--- src/rtl/mem_wr_packer_if.sv ---
// Write-stream bundle between a word producer and the block-write packer.
// Latency: none (wires only).
// Backpressure: producer holds i_data/i_last while o_ready is low.
//
// Ports (slave = packer side):
//   i_start, i_base_addr          stream start pulse and first word address
//   i_data, i_valid, i_last       word stream (valid/ready handshake)
//   o_ready                       packer accepts a word this cycle
//   o_addr_w, o_data_w, o_wr_size block write toward the memory
//   o_wr_en, o_busy, o_done       write strobe and stream status
interface mem_wr_packer_if #(
    parameter int SIZE       = 32,
    parameter int BLOCK_SIZE = 5,
    parameter int ADDR_SIZE  = 24
);
    logic                          i_start;
    logic [ADDR_SIZE-1:0]          i_base_addr;
    logic [SIZE-1:0]               i_data;
    logic                          i_valid;
    logic                          i_last;
    logic                          o_ready;
    logic [ADDR_SIZE-1:0]          o_addr_w;
    logic [SIZE*BLOCK_SIZE-1:0]    o_data_w;
    logic [$clog2(BLOCK_SIZE)-1:0] o_wr_size;
    logic                          o_wr_en;
    logic                          o_busy;
    logic                          o_done;

    modport slave (
        input  i_start, i_base_addr, i_data, i_valid, i_last,
        output o_ready, o_addr_w, o_data_w, o_wr_size, o_wr_en, o_busy, o_done
    );

    modport master (
        output i_start, i_base_addr, i_data, i_valid, i_last,
        input  o_ready, o_addr_w, o_data_w, o_wr_size, o_wr_en, o_busy, o_done
    );
endinterface

--- src/rtl/mem_wr_packer.sv ---
// Packs a word stream into block writes of up to BLOCK_SIZE words (word 0 in MSBs).
// Latency: block write registered, presented the cycle after its completing word.
// Backpressure: none inside a stream (o_ready=1 throughout FILL); idle/done cycles stall.
//
// Ports:
//   i_clk  clock, all state on rising edge
//   i_rst  asynchronous active-high reset, drops any partial block
//   bus    mem_wr_packer_if.slave: stream in, block write out, busy/done status
module mem_wr_packer #(
    parameter int SIZE       = 32,
    parameter int BLOCK_SIZE = 5,
    parameter int ADDR_SIZE  = 24
) (
    input  logic              i_clk,
    input  logic              i_rst,
    mem_wr_packer_if.slave    bus
);
    localparam int CW = $clog2(BLOCK_SIZE);
    localparam int DW = SIZE * BLOCK_SIZE;
    localparam logic [CW-1:0] LAST_SLOT = CW'(BLOCK_SIZE - 1);

    typedef enum logic [1:0] {
        IDLE = 2'd0,
        FILL = 2'd1,
        DONE = 2'd2
    } state_t;

    state_t                               state_q, state_d;
    logic [CW-1:0]                        count_q, count_d;
    logic [BLOCK_SIZE-1:0][SIZE-1:0]      buf_q, buf_d;
    logic [ADDR_SIZE-1:0]                 next_addr_q, next_addr_d;
    logic [ADDR_SIZE-1:0]                 addr_w_q, addr_w_d;
    logic [DW-1:0]                        data_w_q, data_w_d;
    logic [CW-1:0]                        wr_size_q, wr_size_d;
    logic                                 wr_en_q, wr_en_d;

    // Fill buffer with the incoming word dropped into slot count_q. Slots
    // beyond count_q are always zero because the buffer is cleared on every
    // emit and on start, so this is directly the block image to write.
    logic [BLOCK_SIZE-1:0][SIZE-1:0]      buf_ins;
    logic [DW-1:0]                        blk_data;
    logic [CW-1:0]                        blk_size;
    logic                                 accept;

    always_comb begin
        buf_ins  = buf_q;
        blk_data = '0;
        for (int i = 0; i < BLOCK_SIZE; i++) begin
            if (i == int'(count_q)) begin
                buf_ins[i] = bus.i_data;
            end
            blk_data[(BLOCK_SIZE-i)*SIZE-1 -: SIZE] = buf_ins[i];
        end
    end

    assign blk_size = count_q + CW'(1);
    assign accept   = (state_q == FILL) && bus.i_valid;

    always_comb begin
        state_d     = state_q;
        count_d     = count_q;
        buf_d       = buf_q;
        next_addr_d = next_addr_q;
        addr_w_d    = '0;
        data_w_d    = '0;
        wr_size_d   = '0;
        wr_en_d     = 1'b0;

        case (state_q)
            IDLE: begin
                if (bus.i_start) begin
                    next_addr_d = bus.i_base_addr;
                    count_d     = '0;
                    buf_d       = '0;
                    state_d     = FILL;
                end
            end
            FILL: begin
                if (accept) begin
                    if ((count_q == LAST_SLOT) || bus.i_last) begin
                        // Emit the block; a last word on a full block yields
                        // exactly one full write, never an empty trailer.
                        addr_w_d    = next_addr_q;
                        data_w_d    = blk_data;
                        wr_size_d   = blk_size;
                        wr_en_d     = 1'b1;
                        next_addr_d = next_addr_q + ADDR_SIZE'(blk_size);
                        count_d     = '0;
                        buf_d       = '0;
                        if (bus.i_last) begin
                            state_d = DONE;
                        end
                    end else begin
                        buf_d   = buf_ins;
                        count_d = blk_size;
                    end
                end
            end
            DONE: begin
                state_d = IDLE;
            end
            default: begin
                state_d = IDLE;
            end
        endcase
    end

    always_ff @(posedge i_clk or posedge i_rst) begin
        if (i_rst) begin
            state_q     <= IDLE;
            count_q     <= '0;
            buf_q       <= '0;
            next_addr_q <= '0;
            addr_w_q    <= '0;
            data_w_q    <= '0;
            wr_size_q   <= '0;
            wr_en_q     <= 1'b0;
        end else begin
            state_q     <= state_d;
            count_q     <= count_d;
            buf_q       <= buf_d;
            next_addr_q <= next_addr_d;
            addr_w_q    <= addr_w_d;
            data_w_q    <= data_w_d;
            wr_size_q   <= wr_size_d;
            wr_en_q     <= wr_en_d;
        end
    end

    assign bus.o_ready   = (state_q == FILL);
    assign bus.o_busy    = (state_q != IDLE);
    // The final write is always the one presented while in DONE.
    assign bus.o_done    = (state_q == DONE);
    assign bus.o_wr_en   = wr_en_q;
    assign bus.o_addr_w  = addr_w_q;
    assign bus.o_data_w  = data_w_q;
    assign bus.o_wr_size = wr_size_q;
endmodule

--- src/flat_wrapper.sv ---
// flat-port wrapper written by rule: the top's interface ports become plain ports
module mem_wr_packer_flat 
#(
    parameter int SIZE       = 32,
    parameter int BLOCK_SIZE = 5,
    parameter int ADDR_SIZE  = 24
)
  (i_clk, i_rst, bus_i_start, bus_i_base_addr, bus_i_data, bus_i_valid, bus_i_last, bus_o_ready, bus_o_addr_w, bus_o_data_w, bus_o_wr_size, bus_o_wr_en, bus_o_busy, bus_o_done);
  mem_wr_packer_if #(.SIZE(SIZE), .BLOCK_SIZE(BLOCK_SIZE), .ADDR_SIZE(ADDR_SIZE)) bus_i ();
  input  logic i_clk;
  input  logic i_rst;
  input wire logic [$bits(bus_i.i_start)-1:0] bus_i_start;
  input wire logic [$bits(bus_i.i_base_addr)-1:0] bus_i_base_addr;
  input wire logic [$bits(bus_i.i_data)-1:0] bus_i_data;
  input wire logic [$bits(bus_i.i_valid)-1:0] bus_i_valid;
  input wire logic [$bits(bus_i.i_last)-1:0] bus_i_last;
  output wire logic [$bits(bus_i.o_ready)-1:0] bus_o_ready;
  output wire logic [$bits(bus_i.o_addr_w)-1:0] bus_o_addr_w;
  output wire logic [$bits(bus_i.o_data_w)-1:0] bus_o_data_w;
  output wire logic [$bits(bus_i.o_wr_size)-1:0] bus_o_wr_size;
  output wire logic [$bits(bus_i.o_wr_en)-1:0] bus_o_wr_en;
  output wire logic [$bits(bus_i.o_busy)-1:0] bus_o_busy;
  output wire logic [$bits(bus_i.o_done)-1:0] bus_o_done;
  assign bus_i.i_start = bus_i_start;
  assign bus_i.i_base_addr = bus_i_base_addr;
  assign bus_i.i_data = bus_i_data;
  assign bus_i.i_valid = bus_i_valid;
  assign bus_i.i_last = bus_i_last;
  assign bus_o_ready = bus_i.o_ready;
  assign bus_o_addr_w = bus_i.o_addr_w;
  assign bus_o_data_w = bus_i.o_data_w;
  assign bus_o_wr_size = bus_i.o_wr_size;
  assign bus_o_wr_en = bus_i.o_wr_en;
  assign bus_o_busy = bus_i.o_busy;
  assign bus_o_done = bus_i.o_done;
  mem_wr_packer #(.SIZE(SIZE), .BLOCK_SIZE(BLOCK_SIZE), .ADDR_SIZE(ADDR_SIZE)) u_core (.i_clk(i_clk), .i_rst(i_rst), .bus(bus_i));
endmodule
--- config.mk ---
export PLATFORM = sky130hd
export DESIGN_NAME = mem_wr_packer_flat
export DESIGN_NICKNAME = d
export VERILOG_FILES = /design/src/rtl/mem_wr_packer_if.sv /design/src/rtl/mem_wr_packer.sv /design/src/flat_wrapper.sv
export SDC_FILE = /design/constraint.sdc
export NUM_CORES = 1
export LEC_CHECK = 0
export CORE_ASPECT_RATIO = 0.9
export CORE_MARGIN = 1.5
export CORE_UTILIZATION = 35
export CTS_BUF_LIST = sky130_fd_sc_hd__clkbuf_8
export DETAILED_ROUTE_END_ITERATION = 6
export GPL_ROUTABILITY_DRIVEN = 0
export PLACE_DENSITY = 0.64
export SLEW_MARGIN = 40
export SYNTH_ARGS = -nofsm -noshare
export SYNTH_HDL_FRONTEND = slang
export SYNTH_SLANG_ARGS = --single-unit
--- constraint.sdc ---
create_clock -name i_clk -period 13.3 [get_ports i_clk]
set_input_delay 1.33 -clock i_clk [delete_from_list [all_inputs] [get_ports i_clk]]
set_output_delay 1.33 -clock i_clk [all_outputs]
set_load 0.02 [all_outputs]
==> impl_metrics.env, run 1 <==
export IMPL_ys_warnings_count=0
export IMPL_die_w_um=222
export IMPL_maxCapViolations=0
export IMPL_clock_tree_buffer_depth=3
export IMPL_hold_viol_final=0
export IMPL_die_height_um=200
export IMPL_antenna_diode_count=0
export IMPL_layout_worst_path_cycle_share=0.319
export IMPL_clk_root_buffer_cell="clkbuf_8"
export IMPL_crit_chain="nand2b_2 -> inv_4 -> clkdlybuf4s50_1"
export IMPL_numPortBuffers=251
export IMPL_final_seq_area_um2=9430
export IMPL_synth_edff_count=0
export IMPL_clkSinkCount=377
export IMPL_max_slew_margin=0.465
export IMPL_timing_critical_path_to_type="output pin"
export IMPL_placementRows=72
export IMPL_postSynth_topFlopCell="dfrtp_1"
export IMPL_fill_cell_count=3870
export IMPL_post_synth_main_area_contributors="dfrtp_1, a22o_1, nand2_1"
export IMPL_vdd_drop_max_uv=91.6
export IMPL_cts_inserted_buffers=67
export IMPL_critical_path_required_ns=11.97
export IMPL_critical_path_peak_fanout=37
export IMPL_critPathArrivalTime_ns=2.91
export IMPL_design_portCount=252
export IMPL_setup_worst_path_start_class="flip-flop"
export IMPL_mappedNetlistArea_um2=15100
export IMPL_dp_final_hpwl_um=28000
export IMPL_pwrdens_nw_per_um2=154
export IMPL_residual_drc_count=0
export IMPL_cts_tree="yes"
export IMPL_drive_gt1_frac=0.0943
export IMPL_final_hold_worst_slack_ns=0.485
export IMPL_grt_overflow_total=0
export IMPL_grt_usage=0.206
export IMPL_run_status="complete, no violations"
export IMPL_total_power_mw=3.05
export IMPL_ys_seq_area_frac=0.624
export IMPL_cts_resized_gates=0
export IMPL_drt_total_wl_um=45500
export IMPL_cts_hold_fix_buffers=0
export IMPL_layout_common_cells="dfrtp_1, nand2_1, clkdlybuf4s50_1"
export IMPL_grt_first_pass_wirelength_um=70600
export IMPL_timing_final_crit_period_ns=4.24
export IMPL_via_count_of_the_first_global_routing_pass=11756
export IMPL_grt_max_degree=135
export IMPL_cellLeakagePower_nw=8.53
export IMPL_wl_per_cell_um=20.8
export IMPL_critical_path_top_delay_family="buffers and inverters"
export IMPL_floorplan_initialDensity=0.353
export IMPL_placed_cell_area_um2=18300
export IMPL_cp_buffers_inverters=2
export IMPL_timing_fmax_ghz=0.236
export IMPL_synthDistinctLibCells=64
export IMPL_grt_setup_unrepaired="no"
export IMPL_detailroute_via_count=11479
export IMPL_initial_antenna_violation_count=0
export IMPL_worst_skew_pair_late_latency_ns=0.62
export IMPL_cts_htree_levels=3
export IMPL_ant_nets=0
export IMPL_avgSynthCellArea_um2=11.0
export IMPL_cts_repair_timing_setup_buffer_count=0
export IMPL_final_common_cell="dfrtp_1"
export IMPL_post_layout_net_count=1658
export IMPL_total_core_area_um2=42800
export IMPL_detail_route_first_pass_iterations=5
export IMPL_cpPeakStageDelay_ns=0.74
export IMPL_fin_worst_skew_ns=0.0333
export IMPL_ys_seq_elements=377
export IMPL_detailedPlace_worstSlack_ns=9.44
export IMPL_multiInputGateArea_um2=5170
export IMPL_initialDrtViolationCount=1033
export IMPL_clkTransAtPathRegs_ns=0.06
export IMPL_yosys_area_top_type="dfrtp_1"
export IMPL_totalNegativeSetupSlack_ns=0
export IMPL_worst_pin_slew_ns=0.801
export IMPL_finalWorstSetupSlack_ns=9.06
export IMPL_drv_slew=0
export IMPL_via_per_inst=5.25
export IMPL_postLayoutCellArea_um2=19700
export IMPL_postSynth_asyncResetShare=1.00
export IMPL_synth_net_count=1444
export IMPL_yosys_top_cell_area_share=0.624
export IMPL_dieArea_um2=44400
export IMPL_hp_class="flip-flop to flip-flop"
export IMPL_syn_inst=1374
export IMPL_timing_critical_path_slowest_stage_cell="dfrtp_1"
export IMPL_synthesis_to_finish_area_growth_pct=30.6
export IMPL_setup_violations_final=0
export IMPL_critical_path_class="flip-flop to output pin"
-- cell type report --
class / count / share of cell area
Inverter: 16 / 0.00381
Timing Repair Buffer: 277 / 0.150
Multi-Input combinational cell: 849 / 0.262
Tap cell: 555 / 0.0352
Clock buffer: 85 / 0.0593
Sequential cell: 377 / 0.478
Clock inverter: 29 / 0.0110
-- Yosys cell counts, types with 8 or more instances --
cell / instances
ha_1: 8
nand4_1: 11
and2_1: 44
o21ai_0: 8
nand2_1: 280
a22o_1: 124
dfrtp_1: 377
clkbuf_1: 74
mux2i_1: 47
buf_2: 31
nor2_1: 67
inv_1: 13
a21oi_1: 142
o211ai_1: 8
buf_1: 21
-- worst paths after layout --
kind	slack, ns	depth (start not counted)	end	startpoint
max	9.06	3	bus_o_ready	u_core.state_q[0]
min	0.48	1	u_core.buf_q[140]	u_core.buf_q[140]
max reg2reg	9.53	8	u_core.next_addr_q[18]	u_core.count_q[2]
min reg2reg	0.48	1	u_core.buf_q[140]	u_core.buf_q[140]
max in group asynchronous	10.61	4	u_core.bus.o_data_w[157]	i_rst
min in group asynchronous	1.25	2	u_core.bus.o_data_w[38]	i_rst
-- sequential cells by signal, summed over array words and instances (netlist names) --
register / cells
u_core.buf_q: 160
u_core.bus.o_data_w: 160
u_core.bus.o_wr_en: 1
u_core.next_addr_q: 24
u_core.bus.o_addr_w: 24
u_core.bus.o_wr_size: 3
u_core.state_q: 2
u_core.count_q: 3
-- per-layer routing --
layer / up-vias / wire length [um] / global-route usage
li1: 5152 / - / -
met1: 5819 / 20100 / 0.283
met2: 437 / 21400 / 0.323
met3: 71 / 2880 / 0.0450
met4: 0 / 1070 / 0.0682
met5: - / 0 / 0
-- stage by stage --
stage / utilization / instances
finish: 0.461 / 2188
global route: 0.461 / 2188
CTS: 0.461 / 2188
detailed placement: 0.429 / 2074
global placement: 0.419 / 2057
floorplan: - / 1374
-- cells by family after synthesis --
| group | Yosys count | share of synthesized area |
|---|---|---|
| simple gates | 441 | 0.128 |
| buf+inv | 148 | 0.0420 |
| compound gates | 350 | 0.164 |
| flops | 377 | 0.624 |
| mux | 49 | 0.0334 |
| fa+ha+maj | 9 | 0.00795 |
-- where the power goes --
group          switching (mW)  internal [mW]
sequential             0.0765           1.24
clock                   0.490          0.633
combinational           0.391          0.218
total                   0.958           2.09
Power figures use the tool's default switching activity.
==> run 2: changes to the inputs <==
==> constraint.sdc (replaced) <==
create_clock -name i_clk -period 4 [get_ports i_clk]
set_input_delay 0.4 -clock i_clk [delete_from_list [all_inputs] [get_ports i_clk]]
set_output_delay 0.4 -clock i_clk [all_outputs]
set_load 0.02 [all_outputs]
==> run 2 against run 1 <==
Sequential power rose to 3.3 times the previous value. Largest cell class unchanged. Largest power group unchanged. Critical path type is now flip-flop to flip-flop. Clock-buffer cell count grew 3. Global-route usage hardly changed. Power rose to 3.3 times the previous value. Critical path depth is 5 higher. Die area unchanged.
==> impl_metrics.env, run 2 (synthesis results as in run 1) <==
export IMPL_placed_cell_area_um2=18200
export IMPL_initialDrtViolationCount=932
export IMPL_wl_per_cell_um=20.3
export IMPL_run_status="complete, no violations"
export IMPL_detailedPlace_worstSlack_ns=0.807
export IMPL_setup_worst_path_start_class="flip-flop"
export IMPL_hp_class="input port to async pin"
export IMPL_fin_worst_skew_ns=0.0317
export IMPL_cts_repair_timing_setup_buffer_count=0
export IMPL_cts_htree_levels=3
export IMPL_setup_violations_final=0
export IMPL_floorplan_initialDensity=0.353
export IMPL_residual_drc_count=0
export IMPL_grt_overflow_total=0
export IMPL_cts_hold_fix_buffers=0
export IMPL_grt_setup_unrepaired="no"
export IMPL_max_slew_margin=0.486
export IMPL_final_core_util=0.459
export IMPL_layout_worst_path_cycle_share=0.816
export IMPL_design_portCount=252
export IMPL_postLayoutCellArea_um2=19600
export IMPL_numPortBuffers=251
export IMPL_drv_slew=0
export IMPL_synthesis_to_finish_area_growth_pct=30.0
export IMPL_grt_usage=0.205
export IMPL_placementRows=72
export IMPL_instances_no_fill=2205
export IMPL_cts_resized_gates=0
export IMPL_detail_route_first_pass_iterations=6
export IMPL_antenna_diode_count=0
export IMPL_drive_gt1_frac=0.102
export IMPL_cp_buffers_inverters=2
export IMPL_r2r_slack_ns=0.74
export IMPL_grt_first_pass_wirelength_um=70200
export IMPL_post_layout_net_count=1666
export IMPL_cts_tree="yes"
export IMPL_timing_fmax_ghz=0.306
export IMPL_grt_max_degree=111
export IMPL_clkSinkCount=377
export IMPL_timing_critical_path_to_type="flip-flop"
export IMPL_cts_inserted_buffers=67
export IMPL_critical_path_required_ns=4.52
export IMPL_dp_final_hpwl_um=27700
export IMPL_initial_antenna_violation_count=0
export IMPL_critical_path_class="flip-flop to flip-flop"
export IMPL_clkTransAtPathRegs_ns=0.06
export IMPL_ant_nets=0
export IMPL_final_common_cell="dfrtp_1"
export IMPL_finalWorstSetupSlack_ns=0.735
export IMPL_critical_path_peak_fanout=10
export IMPL_via_count_of_the_first_global_routing_pass=11729
export IMPL_timing_critical_path_slowest_stage_cell="dfrtp_1"
export IMPL_drt_total_wl_um=44900
export IMPL_dieArea_um2=44400
export IMPL_critical_path_top_delay_family="simple AND/OR/NAND/NOR gates"
export IMPL_die_height_um=200
export IMPL_dp_cells=2081
export IMPL_maxCapViolations=0
export IMPL_layout_common_cells="dfrtp_1, nand2_1, clkdlybuf4s50_1"
export IMPL_vdd_drop_max_uv=260
export IMPL_pwrdens_nw_per_um2=514
export IMPL_cellLeakagePower_nw=8.54
export IMPL_worst_skew_pair_late_latency_ns=0.62
export IMPL_total_core_area_um2=42800
export IMPL_clock_tree_buffer_depth=3
export IMPL_worst_pin_slew_ns=0.771
export IMPL_clk_root_buffer_cell="clkbuf_8"
export IMPL_timing_final_crit_period_ns=3.26
export IMPL_total_power_mw=10.1
export IMPL_via_per_inst=5.20
export IMPL_cpPeakStageDelay_ns=0.61
export IMPL_detailroute_via_count=11456
export IMPL_die_w_um=222
export IMPL_hold_viol_final=0
export IMPL_critPathArrivalTime_ns=3.78
export IMPL_crit_chain="clkinv_1 -> ha_2 -> inv_1 -> ha_1 -> and3_1 -> o21ai_1 -> or4_1 -> o311ai_1"
-- run 2: cell types whose count changed in the layout (fill, tap and decap cells not counted), sizes merged --
| cell | delta |
|---|---|
| bufinv | -1 |
| buf | +8 |
| clkinvlp | -1 |
| clkbuf | +3 |
| clkinv | +8 |
-- run 2: metal layers --
metal	vias to the layer above	routed length (um)	GRT usage
li1	5176	-	-
met1	5785	20500	0.286
met2	416	20700	0.317
met3	79	2590	0.0455
met4	0	1060	0.0709
met5	-	0	0
-- run 2: layout make-up --
class / count / area, um2
clock buffers: 88 / 1210
clock inverters: 35 / 218
fillers: 3895 / 23100
inverters: 16 / 66.3
multi-input cells: 849 / 5150
flip-flops and latches: 377 / 9430
well taps: 555 / 694
repair buffers: 285 / 2870
-- run 2: worst register-to-register path: cells and delay by family, from the launching register on --
kind / cells / cell delay (ns)
AND/OR/NAND/NOR: 2 / 0.90
adder cells (fa/ha/maj): 2 / 0.79
flip-flops: 1 / 0.61
AO/OA/AOI/OAI: 2 / 0.51
buffers and inverters: 2 / 0.36
-- run 2: path summary, 6_finish.rpt --
path	from	end	cells after the start
min in group i_clk	bus_i_base_addr[0]	u_core.next_addr_q[0]	3
hold / removal	i_rst	u_core.bus.o_data_w[7]	2
hold reg to reg	u_core.buf_q[131]	u_core.buf_q[131]	1
max in group asynchronous	i_rst	u_core.bus.o_data_w[121]	5
setup / recovery	u_core.count_q[2]	u_core.next_addr_q[23]	8
setup reg to reg	u_core.count_q[2]	u_core.next_addr_q[23]	8
-- run 2: stage by stage --
stage          hold slack (ns)  setup TNS (ns)
2_1_floorplan            0.453         -551.95
3_3_place_gp             0.468               0
3_5_place_dp             0.471               0
4_1_cts                  0.222               0
5_1_grt                 0.0326               0
6_report                0.0641               0
-- run 2: power by group --
group	switching, mW	internal [mW]
Sequential	0.254	4.12
Clock	1.64	2.11
Combinational	1.28	0.692
Total	3.18	6.92
==> run 3: changes to the inputs <==
==> constraint.sdc (replaced) <==
create_clock -name i_clk -period 3.2 [get_ports i_clk]
set_input_delay 0.32 -clock i_clk [delete_from_list [all_inputs] [get_ports i_clk]]
set_output_delay 0.32 -clock i_clk [all_outputs]
set_load 0.02 [all_outputs]
==> run 3 against run 2 <==
Register-to-register slack lost 0.48 ns. Largest power group unchanged. Combinational power grew 27%. Critical path type unchanged. Sequential power grew 25%. Final cell count grew 0.27%. Routed wire length grew 0.97%. Global-route usage is essentially flat. Design area is essentially flat.
==> impl_metrics.env, run 3 (synthesis results as in run 1) <==
export IMPL_grt_max_degree=92
export IMPL_grt_usage=0.205
export IMPL_final_common_cell="dfrtp_1"
export IMPL_synthesis_to_finish_area_growth_pct=29.9
export IMPL_max_slew_margin=0.501
export IMPL_setup_worst_path_start_class="flip-flop"
export IMPL_pwrdens_nw_per_um2=624
export IMPL_layout_worst_path_cycle_share=0.921
export IMPL_post_layout_net_count=1675
export IMPL_vdd_drop_max_uv=332
export IMPL_critical_path_peak_fanout=10
export IMPL_residual_drc_count=0
export IMPL_worst_pin_slew_ns=0.745
export IMPL_critPathArrivalTime_ns=3.48
export IMPL_placementRows=72
export IMPL_cts_inserted_buffers=61
export IMPL_clkTransAtPathRegs_ns=0.07
export IMPL_wl_per_cell_um=20.5
export IMPL_detailroute_via_count=11525
export IMPL_grt_setup_unrepaired="no"
export IMPL_drv_slew=0
export IMPL_grt_overflow_total=0
export IMPL_clk_root_buffer_cell="clkbuf_8"
export IMPL_detail_route_first_pass_iterations=5
export IMPL_design_portCount=252
export IMPL_comb_pwr_share=0.204
export IMPL_hold_viol_final=0
export IMPL_clock_tree_buffer_depth=3
export IMPL_setup_violations_final=0
export IMPL_cts_htree_levels=2
export IMPL_via_count_of_the_first_global_routing_pass=11811
export IMPL_run_status="complete, no violations"
export IMPL_clkSinkCount=377
export IMPL_cts_hold_fix_buffers=0
export IMPL_drt_total_wl_um=45300
export IMPL_die_height_um=200
export IMPL_postLayoutCellArea_um2=19600
export IMPL_initialDrtViolationCount=941
export IMPL_total_core_area_um2=42800
export IMPL_cts_tree="yes"
export IMPL_dp_final_hpwl_um=28400
export IMPL_final_hold_worst_slack_ns=0.103
export IMPL_initial_antenna_violation_count=0
export IMPL_critical_path_class="flip-flop to flip-flop"
export IMPL_via_per_inst=5.21
export IMPL_worst_skew_pair_late_latency_ns=0.65
export IMPL_cts_repair_timing_setup_buffer_count=0
export IMPL_cellLeakagePower_nw=8.55
export IMPL_grt_first_pass_wirelength_um=71000
export IMPL_r2r_slack_ns=0.25
export IMPL_timing_fmax_ghz=0.339
export IMPL_power_clock_fraction=0.351
export IMPL_layout_common_cells="dfrtp_1, nand2_1, clkdlybuf4s50_1"
export IMPL_fin_worst_skew_ns=0.0252
export IMPL_cts_resized_gates=0
export IMPL_dieArea_um2=44400
export IMPL_floorplan_initialDensity=0.353
export IMPL_power_internal_mw=8.37
export IMPL_timing_final_crit_period_ns=2.95
export IMPL_hp_class="input port to async pin"
export IMPL_placed_cell_area_um2=18300
export IMPL_drive_gt1_frac=0.104
export IMPL_die_w_um=222
export IMPL_maxCapViolations=0
export IMPL_p_switching_mw=3.88
export IMPL_seq_pwr_share=0.445
export IMPL_ant_nets=0
export IMPL_numPortBuffers=251
export IMPL_critical_path_required_ns=3.73
export IMPL_timing_critical_path_to_type="flip-flop"
export IMPL_sw_frac_of_total=0.317
## run 3: final timing paths
path / startpoint / end / cells past startpoint
hold / removal: i_rst / u_core.buf_q[39] / 2
setup / recovery: u_core.count_q[0] / u_core.next_addr_q[23] / 8
max in group asynchronous: i_rst / u_core.bus.o_addr_w[1] / 4
setup reg to reg: u_core.count_q[0] / u_core.next_addr_q[23] / 8
min in group i_clk: bus_i_base_addr[0] / u_core.next_addr_q[0] / 3
hold reg to reg: u_core.buf_q[141] / u_core.buf_q[141] / 1
## run 3: worst max-delay path: stages (launching register included)
cell,delay [ns]
dfrtp_1,0.44
ha_1,0.24
ha_2,0.35
inv_1,0.05
ha_1,0.35
and3_1,0.28
o21ai_1,0.28
or4_1,0.61
o311ai_1,0.25
## run 3: routing by layer
layer  vias up  wire (um)  global-route usage
li1       5204          -                   -
met1      5796      20500               0.290
met2       434      20400               0.312
met3        91       2910              0.0371
met4         0       1440              0.0844
met5         -          0                   0
## run 3: cell type report
class / instances / area (um2)
Clock inverter: 35 / 208
Sequential cell: 377 / 9430
Tap cell: 555 / 694
Multi-Input combinational cell: 849 / 5150
Inverter: 16 / 66.3
Antenna cell: 1 / 2.50
Clock buffer: 78 / 1070
Fill cell: 3940 / 23200
Timing Repair Buffer: 300 / 3010
## run 3: through the flow
stage	setup TNS, ns	utilization	instances	setup slack [ns]	total power [mW]
after floorplan	-823.39	-	1374	-2.18	7.02
after global placement	0	0.429	2097	0.416	7.98
after detailed placement	0	0.429	2097	0.310	8.03
after CTS	0	0.459	2210	0.276	12.4
after global routing	0	0.459	2210	0.134	12.9
final	0	0.459	2211	0.254	12.2
## run 3: power by group through the flow
stage          sequential (mW)  combinational (mW)  clock (mW)
3_5_place_dp              5.53                2.50           0
5_1_grt                   5.50                2.74        4.61
2_1_floorplan             5.55                1.47           0
3_3_place_gp              5.52                2.46           0
4_1_cts                   5.45                2.52        4.43
6_report                  5.46                2.50        4.30
